## src/rtl/byte_stream_reader.sv

```systemverilog
// Circular byte buffer presenting stored bytes in order on a show-ahead valid/ready stream.
// Optional sticky overflow flag enabled by defining BUF_STATUS_EN.
module byte_stream_reader #(
    parameter int DEPTH = 10,
    parameter int WIDTH = 8,
    parameter int AW    = 4,
    parameter int CW    = 4
) (
    input  logic             clk,
    input  logic             rst_n,
    input  logic             flush,
    input  logic             wr_en,
    input  logic [WIDTH-1:0] wr_data,
    output logic             full,
    output logic             rd_valid,
    input  logic             rd_ready,
    output logic [WIDTH-1:0] rd_data,
    output logic [CW-1:0]    count,
    output logic             err_ovf
);

    localparam logic [CW-1:0] DEPTH_C  = CW'(DEPTH);
    localparam logic [AW-1:0] LAST_PTR = AW'(DEPTH - 1);

    logic [WIDTH-1:0] mem_reg [0:DEPTH-1];
    logic [AW-1:0]    wr_ptr_reg;
    logic [AW-1:0]    rd_ptr_reg;
    logic [CW-1:0]    count_reg;

    logic [AW-1:0]    wr_ptr_next;
    logic [AW-1:0]    rd_ptr_next;
    logic [CW-1:0]    count_next;
    logic             wr_fire;
    logic             rd_fire;

    assign full     = (count_reg == DEPTH_C);
    assign rd_valid = (count_reg != '0);
    assign count    = count_reg;
    assign rd_data  = mem_reg[rd_ptr_reg];

    assign wr_fire = wr_en && !full;
    assign rd_fire = rd_valid && rd_ready;

    // Pointers wrap at DEPTH-1, not at a power of two.
    always_comb begin
        wr_ptr_next = wr_ptr_reg;
        rd_ptr_next = rd_ptr_reg;
        count_next  = count_reg;
        if (wr_fire) begin
            wr_ptr_next = (wr_ptr_reg == LAST_PTR) ? '0 : wr_ptr_reg + AW'(1);
        end
        if (rd_fire) begin
            rd_ptr_next = (rd_ptr_reg == LAST_PTR) ? '0 : rd_ptr_reg + AW'(1);
        end
        case ({wr_fire, rd_fire})
            2'b10:   count_next = count_reg + CW'(1);
            2'b01:   count_next = count_reg - CW'(1);
            default: count_next = count_reg;
        endcase
    end

    always_ff @(posedge clk or negedge rst_n) begin
        if (!rst_n) begin
            wr_ptr_reg <= '0;
            rd_ptr_reg <= '0;
            count_reg  <= '0;
        end else if (flush) begin
            wr_ptr_reg <= '0;
            rd_ptr_reg <= '0;
            count_reg  <= '0;
        end else begin
            wr_ptr_reg <= wr_ptr_next;
            rd_ptr_reg <= rd_ptr_next;
            count_reg  <= count_next;
        end
    end

    // Storage entries; flush leaves contents intact, only reset clears them.
    genvar gi;
    generate
        for (gi = 0; gi < DEPTH; gi++) begin : g_mem
            always_ff @(posedge clk or negedge rst_n) begin
                if (!rst_n) begin
                    mem_reg[gi] <= '0;
                end else if (!flush && wr_fire && (wr_ptr_reg == AW'(gi))) begin
                    mem_reg[gi] <= wr_data;
                end
            end
        end
    endgenerate

`ifdef BUF_STATUS_EN
    logic err_ovf_reg;

    always_ff @(posedge clk or negedge rst_n) begin
        if (!rst_n) begin
            err_ovf_reg <= 1'b0;
        end else if (flush) begin
            err_ovf_reg <= 1'b0;
        end else if (wr_en && full) begin
            err_ovf_reg <= 1'b1;
        end
    end

    assign err_ovf = err_ovf_reg;
`else
    assign err_ovf = 1'b0;
`endif

endmodule

```

## config.mk

```make
export PLATFORM = sky130hd
export DESIGN_NAME = byte_stream_reader
export DESIGN_NICKNAME = d
export VERILOG_FILES = /design/src/rtl/byte_stream_reader.sv
export SDC_FILE = /design/constraint.sdc
export NUM_CORES = 1
export LEC_CHECK = 0
export ABC_AREA = 1
export BUFFER_PORTS_ARGS = -buffer_cell sky130_fd_sc_hd__buf_4
export CAP_MARGIN = 20
export CORE_ASPECT_RATIO = 0.9
export CORE_MARGIN = 2
export CORE_UTILIZATION = 38
export CTS_CLUSTER_DIAMETER = 100
export DETAILED_ROUTE_END_ITERATION = 12
export GPL_TIMING_DRIVEN = 0
export PLACE_DENSITY_LB_ADDON = 0.1
export REMOVE_ABC_BUFFERS = 1
export SLEW_MARGIN = 15
export SYNTH_ARGS = -nofsm -noshare
export SYNTH_HDL_FRONTEND = slang
export SYNTH_SLANG_ARGS = --single-unit
```

## constraint.sdc

```tcl
create_clock -name clk -period 1.7 [get_ports clk]
set_input_delay 0.34 -clock clk [delete_from_list [all_inputs] [get_ports clk]]
set_output_delay 0.34 -clock clk [all_outputs]
set_load 0.005 [all_outputs]
```

==> results of run 1 <==
worst reg2reg max path, cell delays in order (launching register included):
cell and delay (ns):
dfrtp_2 0.43, nor2_4 0.17, nand2_2 0.09, nand2_4 0.13
nand2_4 0.09, inv_4 0.07, ha_4 0.20, nand4_1 0.09
nand2_1 0.06, inv_1 0.06, nand3_1 0.07, nand3_1 0.08
nand2_1 0.05
layer usage:
layer  part of all wire, %  up-vias  global-route usage (%)
met3                   5.0       12                   5.106
met1                    46     1754                   26.39
met2                    48       89                   32.06
li1                      -     1785                       -
met4                   1.2        0                   6.548
met5                     0        -                       0
cell families (layout without fill, tap and decap cells):
group,count (synthesis),in the layout,synth area share [%]
flops,92,92,51.20
simple gates,190,190,18.75
other cells,1,1,0.08339
buf+inv,57,103,6.845
mux,8,8,1.781
compound gates,151,151,19.45
xor+xnor,4,4,0.7792
fa+ha+maj,4,4,1.113
worst min-delay path by stage:
stage	cells after the start	slack (ns)	start	endpoint
after CTS	1	0.13	rst_n	wr_ptr_reg[0]$_DFFE_PN0P_
after detailed placement	2	0.47	mem_reg[39]$_DFFE_PN0P_	mem_reg[39]$_DFFE_PN0P_
final	1	0.07	rst_n	mem_reg[14]$_DFFE_PN0P_
after global routing	1	0.16	rst_n	wr_ptr_reg[2]$_DFFE_PN0P_
after floorplan	0	0.04	rst_n	count[0]$_DFFE_PN0P_
after global placement	2	0.46	mem_reg[36]$_DFFE_PN0P_	mem_reg[36]$_DFFE_PN0P_
final cells by class:
cell class	count	area [sq um]	share of cell area [%]
timing repair inverter	1	7.507	0.1395
sequential	92	2311	42.95
tap	156	195.2	3.628
clock buffer	13	240.2	4.465
multi-input combinational	358	2016	37.47
clock inverter	3	15.01	0.2791
inverter	34	145.1	2.698
timing repair buffer	52	450.4	8.372
power by group:
group          internal, uW  switching [uW]
clock                   986             814
sequential             2510             208
combinational          1310            1480
total                  4810            2500
stage by stage:
stage	utilization, %	total power [uW]	setup WS (ns)	hold WS (ns)	setup TNS [ns]
2_1_floorplan	-	3960	-0.8384	0.04441	-7.121
3_3_place_gp	41.00	4715	-2.242	0.4620	-29.96
5_1_grt	46.86	7797	-0.5680	0.1552	-4.338
3_5_place_dp	41.22	4767	-1.076	0.4678	-21.24
6_report	46.86	7311	-0.4539	0.06836	-3.287
4_1_cts	45.88	7169	-0.4375	0.1311	-3.432
synth_stat cells, drive strengths merged:
| cell type | count | area [sq um] |
|---|---|---|
| nor2 | 47 | 178.9 |
| conb | 1 | 3.750 |
| a21oi | 1 | 8.760 |
| dfrtp | 92 | 2302 |
| o221ai | 12 | 105.1 |
| o21ai | 126 | 675.7 |
| o32ai | 2 | 17.52 |
| inv | 33 | 123.9 |
| ha | 4 | 50.05 |
| buf | 16 | 153.9 |
| clkbuf | 7 | 26.28 |
| o22ai | 6 | 37.54 |
| xnor2 | 1 | 8.760 |
| o211ai | 4 | 30.03 |
| nand3 | 14 | 70.07 |
| clkinv | 1 | 3.750 |
| nand4 | 2 | 12.51 |
| nand2 | 126 | 575.6 |
| or2 | 1 | 6.260 |
| mux2i | 8 | 80.08 |
| xor2 | 3 | 26.28 |
what timing repair did:
item                       in CTS  in global routing
pin swaps                       6                 14
gates resized for setup        40                 33
buffers inserted               22                  2
setup endpoints to repair      94                 75
cloned                          2                  0
==> metrics.yaml, run 1 <==
clock_network:
  cts_tree: "yes"
  path_clk_slew_ns: 0.07
  clockBufferDepth: 2
  htree_levels: 3
  cts-root-buf: "clkbuf_16"
  hold_buffers: 0
  cts-buffers-inserted: 9
  cts.sinks: 92
  clock_latency_ns: 0.34
route:
  routedWlPerCell_um: 16.49
  drt_wl_total_um: 11690
  drt-initial-drc-count: 240
  vias: 3640
  viasPerCell: 5.134
  drtAntennaViolNets: 0
  drc: 0
  dr.pass1.iters: 5
floorplan:
  dieArea_sq_um: 12720
  std_cell_rows: 37
  dieWidth_um: 118.7
  die_h_um: 107.2
  pin_count: 28
  start_util_pct: 39.17
  core-area_sq_um: 11480
timing:
  worstMarginPinSlew_ns: 0.8647
  skew_ns: 0.007578
  relSlewSlack_pct: 42.35
  post-route-period-util_pct: 126.7
  setup_slack_ns: -0.4539
  max_freq_mhz: 464.3
  rsz0062_at_grt: "yes"
  hold_viol_final: 0
  maxSlewViolCount: 0
  finalCriticalPeriod_ns: 2.154
  setup_viol: 8
power_and_ir_drop:
  irDropWorstVdd_v: 0.0009738
  power.density_nw_per_um2: 1359
  p_leak_uw: 0.002534
run_status:
  status: "finished, violations left"
  violations: "negative setup slack"
global_route:
  grt_usage_pct: 19.94
  grt_max_degree: 93
  grt_overflow_total: 0
  grt_pass1_wl_um: 19370
  antenna_found_initial: 0
  grt_pass1_vias: 3597
synth:
  ys_warn_count: 0
  ys_ff_latch: 92
  synth_cells: 507
  ys_types: 31
  synth_area_sq_um: 4497
  seq_area_frac_synth_pct: 51.20
  syn_avg_cell_area_sq_um: 8.869
critical_path:
  crit_type: "reg2out"
  cp_max_fo: 8
  cp_data_arrival_time_ns: 1.81
  crit_end: "rd_data[4]"
  start_kind: "register"
  cp.depth: 7
  cp_num_buf_inv: 3
  crit_family: "flip-flops"
  crit_start: "rd_ptr_reg[1]$_DFFE_PN0P_"
  timing.rr.end: "count[3]$_DFFE_PN0P_"
  crit_path_end_kind: "output port"
  r2r-start: "count[0]$_DFFE_PN0P_"
  rrSetupSlack_ns: 0
  cp_common_cell: "buf_4"
  r2r_cells: 12
  cpMaxStageDelayCell: "dfrtp_4"
  crit_chain: "clkinvlp_4 -> buf_4 -> o21ai_0 -> o221ai_1 -> nand3_1 -> o21ai_1 -> buf_4"
  cp_data_required_time_ns: 1.36
  max_stage_delay_ns: 0.52
final_layout:
  synthToLayoutAreaGrowth_pct: 19.64
  final_common_cell: "nand2_1"
  design_area_sq_um: 5380
  fillCellCount: 1175
  largest_reg_flops: 80
  layout-drive-gt1-share_pct: 22.42
  layout_common_cells: "nand2_1 (108), dfrtp_1 (87), o21ai_1 (82)"
  layout.cells.non_filler: 709
  n_antenna_cell: 0
  layout.nets: 565
place:
  place.gp.congestion: 0.8284
  place_hpwl_um: 6581
  placed_cells: 667
  place_area_sq_um: 4732
  port_buffers: 26
min_path:
  hp-class: "in2async"
job:
  max_cap_violations: 0
No activity file was read; power rests on OpenSTA's default activity.
==> run 2, diff against run 1 <==
- GPL_TIMING_DRIVEN: 0 -> not set
==> run 2 against run 1 <==
Compared with the run above: the flow still finishes with violations (negative setup slack); count of clock-buffer cells in the layout down 1; sequential cell count unchanged; clock skew up 0.0041 ns; critical path type unchanged; critical endpoint is now rd_data[2].
==> metrics.yaml, run 2 (synthesis gave the netlist of run 1 again) <==
timing:
  finalCriticalPeriod_ns: 2.091
  setup_viol: 8
  skew_ns: 0.01172
  rsz0062_at_grt: "yes"
  max_freq_mhz: 478.2
  setup_slack_ns: -0.3912
  post-route-period-util_pct: 123.0
  maxSlewViolCount: 0
  relSlewSlack_pct: 58.44
  hold_viol_final: 0
  worstMarginPinSlew_ns: 0.6227
place:
  place.gp.congestion: 0.7813
  placed_cells: 693
  place_hpwl_um: 7037
  port_buffers: 26
critical_path:
  crit_path_end_kind: "output port"
  crit_type: "reg2out"
  crit_start: "rd_ptr_reg[0]$_DFFE_PN0P_"
  start_kind: "register"
  cp_data_arrival_time_ns: 1.75
  cp_max_fo: 23
  cp_data_required_time_ns: 1.36
  r2r-start: "count[3]$_DFFE_PN0P_"
job:
  max_cap_violations: 0
run_status:
  status: "finished, violations left"
  violations: "negative setup slack"
power_and_ir_drop:
  irDropWorstVdd_v: 0.0006478
  finalPower_uw: 7985
  power.density_nw_per_um2: 1366
  p_leak_uw: 0.002695
final_layout:
  layout.nets: 581
  layout.cells.non_filler: 725
  layout_common_cells: "nand2_1 (104), dfrtp_1 (91), o21ai_1 (74)"
  fin_util_pct: 50.90
  n_antenna_cell: 0
  synthToLayoutAreaGrowth_pct: 29.97
  largest_reg_flops: 80
  fillCellCount: 1129
  final_common_cell: "nand2_1"
  layout-drive-gt1-share_pct: 28.65
route:
  drt_wl_total_um: 13910
  routedWlPerCell_um: 19.18
  drt-initial-drc-count: 325
  drc: 0
  vias: 3886
  viasPerCell: 5.360
  drtAntennaViolNets: 0
  dr.pass1.iters: 7
clock_network:
  path_clk_slew_ns: 0.07
  clockBufferDepth: 2
  htree_levels: 3
  clock_latency_ns: 0.35
  cts.sinks: 92
  cts-buffers-inserted: 9
  hold_buffers: 0
  cts_tree: "yes"
  cts-root-buf: "clkbuf_16"
global_route:
  grt_overflow_total: 0
  grt_max_degree: 93
  grt_usage_pct: 19.53
  antenna_found_initial: 0
  grt_pass1_vias: 3493
  grt_pass1_wl_um: 19010
floorplan:
  die_h_um: 107.2
  std_cell_rows: 37
  core-area_sq_um: 11480
  pin_count: 28
  dieWidth_um: 118.7
  dieArea_sq_um: 12720
  start_util_pct: 39.17
min_path:
  hp-class: "in2async"
[run 2: changes by cell type in the layout (fill, tap and decap cells not counted), moves of 4 or more]
cell and change:
nand2_8 +6, nand2_2 +7, nor2_2 +12, dfrtp_1 +4, o21ai_2 +7, o21ai_1 -8
nand2_1 -4, nor2_1 -14, buf_12 +7
[run 2: final timing paths]
kind	depth (start not counted)	slack, ns	to
setup / recovery	6	-0.39	rd_data[2]
hold / removal	2	0.01	mem_reg[54]$_DFFE_PN0P_
setup reg to reg	11	0.05	mem_reg[17]$_DFFE_PN0P_
hold reg to reg	2	0.48	mem_reg[7]$_DFFE_PN0P_
max in group asynchronous	2	1.26	rd_ptr_reg[0]$_DFFE_PN0P_
min in group clk	4	0.30	wr_ptr_reg[0]$_DFFE_PN0P_
[run 2: layer usage]
layer	wire length, um	global-route usage, %
met1	6028	25.78
met2	7077	32.31
met3	624	4.894
met4	178	4.847
met5	0	0
[run 2: repair_timing]
item	in CTS	in global routing
gates cloned	3	9
pin swaps	5	16
resized for setup	36	72
setup buffers	2	2
endpoints found under the setup margin	10	76
[run 2: area by class of cell]
type                            count  area [sq um]  area share, %
Sequential cell                    92          2303          39.41
Tap cell                          156         195.2          3.340
Multi-Input combinational cell    366          2223          38.04
Clock buffer                       12         246.5          4.218
Inverter                           34         140.1          2.398
Timing Repair Buffer               61         663.1          11.35
Clock inverter                      4         72.57          1.242
[run 2: per-stage QoR]
stage / hold slack (ns) / setup WS [ns] / TNS (ns) / instance area, sq um
after detailed placement: 0.4391 / 0.01349 / 0 / 4972
after floorplan: 0.04441 / -0.8384 / -7.121 / 4317
after CTS: 0.05951 / -0.3232 / -2.449 / 5444
after global placement: 0.4358 / 0.01077 / 0 / 4972
after global routing: 0.07217 / -0.4520 / -3.832 / 5844
final: 0.01116 / -0.3912 / -2.611 / 5844
[run 2: report_power, final]
part	total (uW)	switching, uW	internal [uW]
clock	2200	875	1330
combinational	3040	1590	1460
sequential	2740	237	2500
total	7990	2700	5290
[run 2: critical path: stages (launching register included)]
cell	delay, ns
dfrtp_2	0.47
buf_12	0.19
o21ai_0	0.25
o221ai_2	0.13
o211ai_1	0.12
o21ai_1	0.09
buf_4	0.14
==> run 3, diff against run 2 <==
- ABC_AREA: 1 -> not set
==> run 3 against run 2 <==
Compared with the run above: the flow still finishes with violations (negative setup slack); synthesized cell count decreased by 30%; register-to-register slack worse by 0.39 ns; global-route usage decreased by 0.81 points; critical path depth decreased by 1; cell count decreased by 19%; first-iteration DRC count shrank 52%; wire length shrank 20%; fmax shrank 3.5%; cell area increased by 7.7%; utilization rose by 3.5 points; critical endpoint is now rd_data[1]; largest cell class is now multi-input gates.
==> metrics.yaml, run 3 <==
run_status:
  status: "finished, violations left"
  violations: "negative setup slack"
global_route:
  grt_pass1_wl_um: 18200
  antenna_found_initial: 0
  grt_usage_pct: 18.72
  grt_overflow_total: 0
  grt_pass1_vias: 3319
  grt_max_degree: 93
critical_path:
  start_kind: "register"
  crit_path_end_kind: "output port"
  crit_type: "reg2out"
  cp_max_fo: 7
  cp_data_arrival_time_ns: 1.83
  cp_data_required_time_ns: 1.36
timing:
  skew_ns: 0.007379
  relSlewSlack_pct: 63.99
  setup_viol: 97
  post-route-period-util_pct: 127.5
  whs_ns: 0.02736
  hold_viol_final: 0
  max_freq_mhz: 461.5
  setup_slack_ns: -0.4670
  maxSlewViolCount: 0
  rsz0062_at_grt: "yes"
  finalCriticalPeriod_ns: 2.167
  worstMarginPinSlew_ns: 0.5382
final_layout:
  design_area_sq_um: 6292
  layout-drive-gt1-share_pct: 57.74
  synthToLayoutAreaGrowth_pct: 37.82
  fillCellCount: 986
  n_antenna_cell: 0
  final_common_cell: "dfrtp_1"
  largest_reg_flops: 80
  layout.nets: 445
  layout_common_cells: "dfrtp_1 (90), mux2_2 (48), buf_4 (46)"
clock_network:
  cts-buffers-inserted: 9
  clock_latency_ns: 0.34
  cts-root-buf: "clkbuf_16"
  path_clk_slew_ns: 0.06
  clockBufferDepth: 2
  cts_tree: "yes"
  htree_levels: 3
  hold_buffers: 0
  cts.sinks: 92
floorplan:
  die_h_um: 108.0
  start_util_pct: 39.45
  core-area_sq_um: 11570
  dieWidth_um: 119.5
  std_cell_rows: 37
  pin_count: 28
  dieArea_sq_um: 12910
route:
  drt_wl_total_um: 11110
  drt-initial-drc-count: 157
  viasPerCell: 5.273
  drc: 0
  dr.pass1.iters: 4
  routedWlPerCell_um: 18.86
  drtAntennaViolNets: 0
  vias: 3106
min_path:
  hp-class: "in2async"
synth:
  seq_area_frac_synth_pct: 50.42
  synth_area_sq_um: 4566
  synth-async-reset-ratio_pct: 100.0
  synth-edff-count: 0
  ys_ff_latch: 92
  synth_most_common_cell: "dfrtp_1"
  synthTopCellsByArea: "dfrtp_1 (50%), mux2_2 (20%), mux4_2 (7.9%)"
  yosys.area.top_type: "dfrtp_1"
  synth_cells: 354
  ys_types: 41
  ys_warn_count: 0
  synth_top_area_share_pct: 50.42
  synth_commonest_cells: "dfrtp_1 (92), mux2_2 (81), nor2_1 (23)"
  synth-main-ff-cell: "dfrtp_1"
  syn_avg_cell_area_sq_um: 12.90
place:
  place.gp.congestion: 0.7596
  preCtsSetupSlack_ns: -0.4118
  place_area_sq_um: 5319
  place_hpwl_um: 7206
  port_buffers: 26
power_and_ir_drop:
  irDropWorstVdd_v: 0.0007530
  p_leak_uw: 0.002862
  power.density_nw_per_um2: 1216
job:
  max_cap_violations: 0
==> run 3: through the flow <==
| stage | total power (uW) | util [%] | instances | setup TNS (ns) |
|---|---|---|---|---|
| 2_1_floorplan | 3799 | - | 327 | -23.55 |
| 3_3_place_gp | 4657 | 45.96 | 561 | -22.26 |
| 3_5_place_dp | 4702 | 45.96 | 561 | -23.68 |
| 4_1_cts | 7561 | 53.81 | 587 | -27.17 |
| 5_1_grt | 8023 | 54.37 | 589 | -37.47 |
| 6_report | 7649 | 54.37 | 589 | -26.87 |
==> run 3: repair_timing <==
| action | in CTS | in global routing |
|---|---|---|
| endpoints found under the hold margin | 0 | 0 |
| cloned | 1 | 0 |
| resized for setup | 111 | 20 |
| pin swaps | 23 | 16 |
| setup buffers | 9 | 6 |
| setup endpoints to repair | 96 | 99 |
==> run 3: where the power goes <==
group          leakage (uW)  internal (uW)  switching (uW)
Clock              0.000169           1480             855
Sequential          0.00123           2500             212
Combinational       0.00146           1550            1050
==> run 3: layer usage <==
layer  routed length, um  GRT usage (%)  up-vias
met1                5394          26.07     1612
met2                5250          29.31       46
met3                 339          4.589       12
met5                   0              0        -
li1                    -              -     1436
met4                 126          5.462        0
==> run 3: critical path: stages (launching register included) <==
cell,delay [ns]
dfrtp_2,0.44
buf_12,0.16
mux4_2,0.52
a21oi_2,0.14
o21ai_1,0.08
buf_4,0.15
==> run 3: cell type report <==
class | instances | area [sq um] | area share [%]
multi-input cells | 231 | 2506 | 39.83
clock inverters | 6 | 111.4 | 1.770
clock buffers | 10 | 239.0 | 3.798
well taps | 156 | 195.2 | 3.102
inverters | 4 | 17.52 | 0.2784
flip-flops and latches | 92 | 2305 | 36.63
repair buffers | 90 | 918.4 | 14.60
==> run 3: cell families after synthesis <==
family          count (synthesis)  share of synthesized area (%)
mux                           107                          30.06
fa+ha+maj                       4                          1.096
buf+inv                        31                          2.877
xor+xnor                        5                         0.9593
compound gates                 40                          4.741
other cells                     1                        0.08214
flops                          92                          50.42
simple gates                   74                          9.756
==> run 3: path summary, 6_finish.rpt <==
kind                                            from                        end  slack (ns)  cells after the start
setup / recovery           rd_ptr_reg[0]$_DFFE_PN0P_                 rd_data[1]       -0.47                      5
hold / removal                                 rst_n     mem_reg[8]$_DFFE_PN0P_        0.03                      2
setup reg to reg                count[0]$_DFFE_PN0P_    mem_reg[55]$_DFFE_PN0P_       -0.34                      8
hold reg to reg              mem_reg[61]$_DFFE_PN0P_    mem_reg[61]$_DFFE_PN0P_        0.50                      1
max in group asynchronous                      rst_n  rd_ptr_reg[0]$_DFFE_PN0P_        1.25                      2
min in group clk                          wr_data[3]     mem_reg[3]$_DFFE_PN0P_        0.32                      2
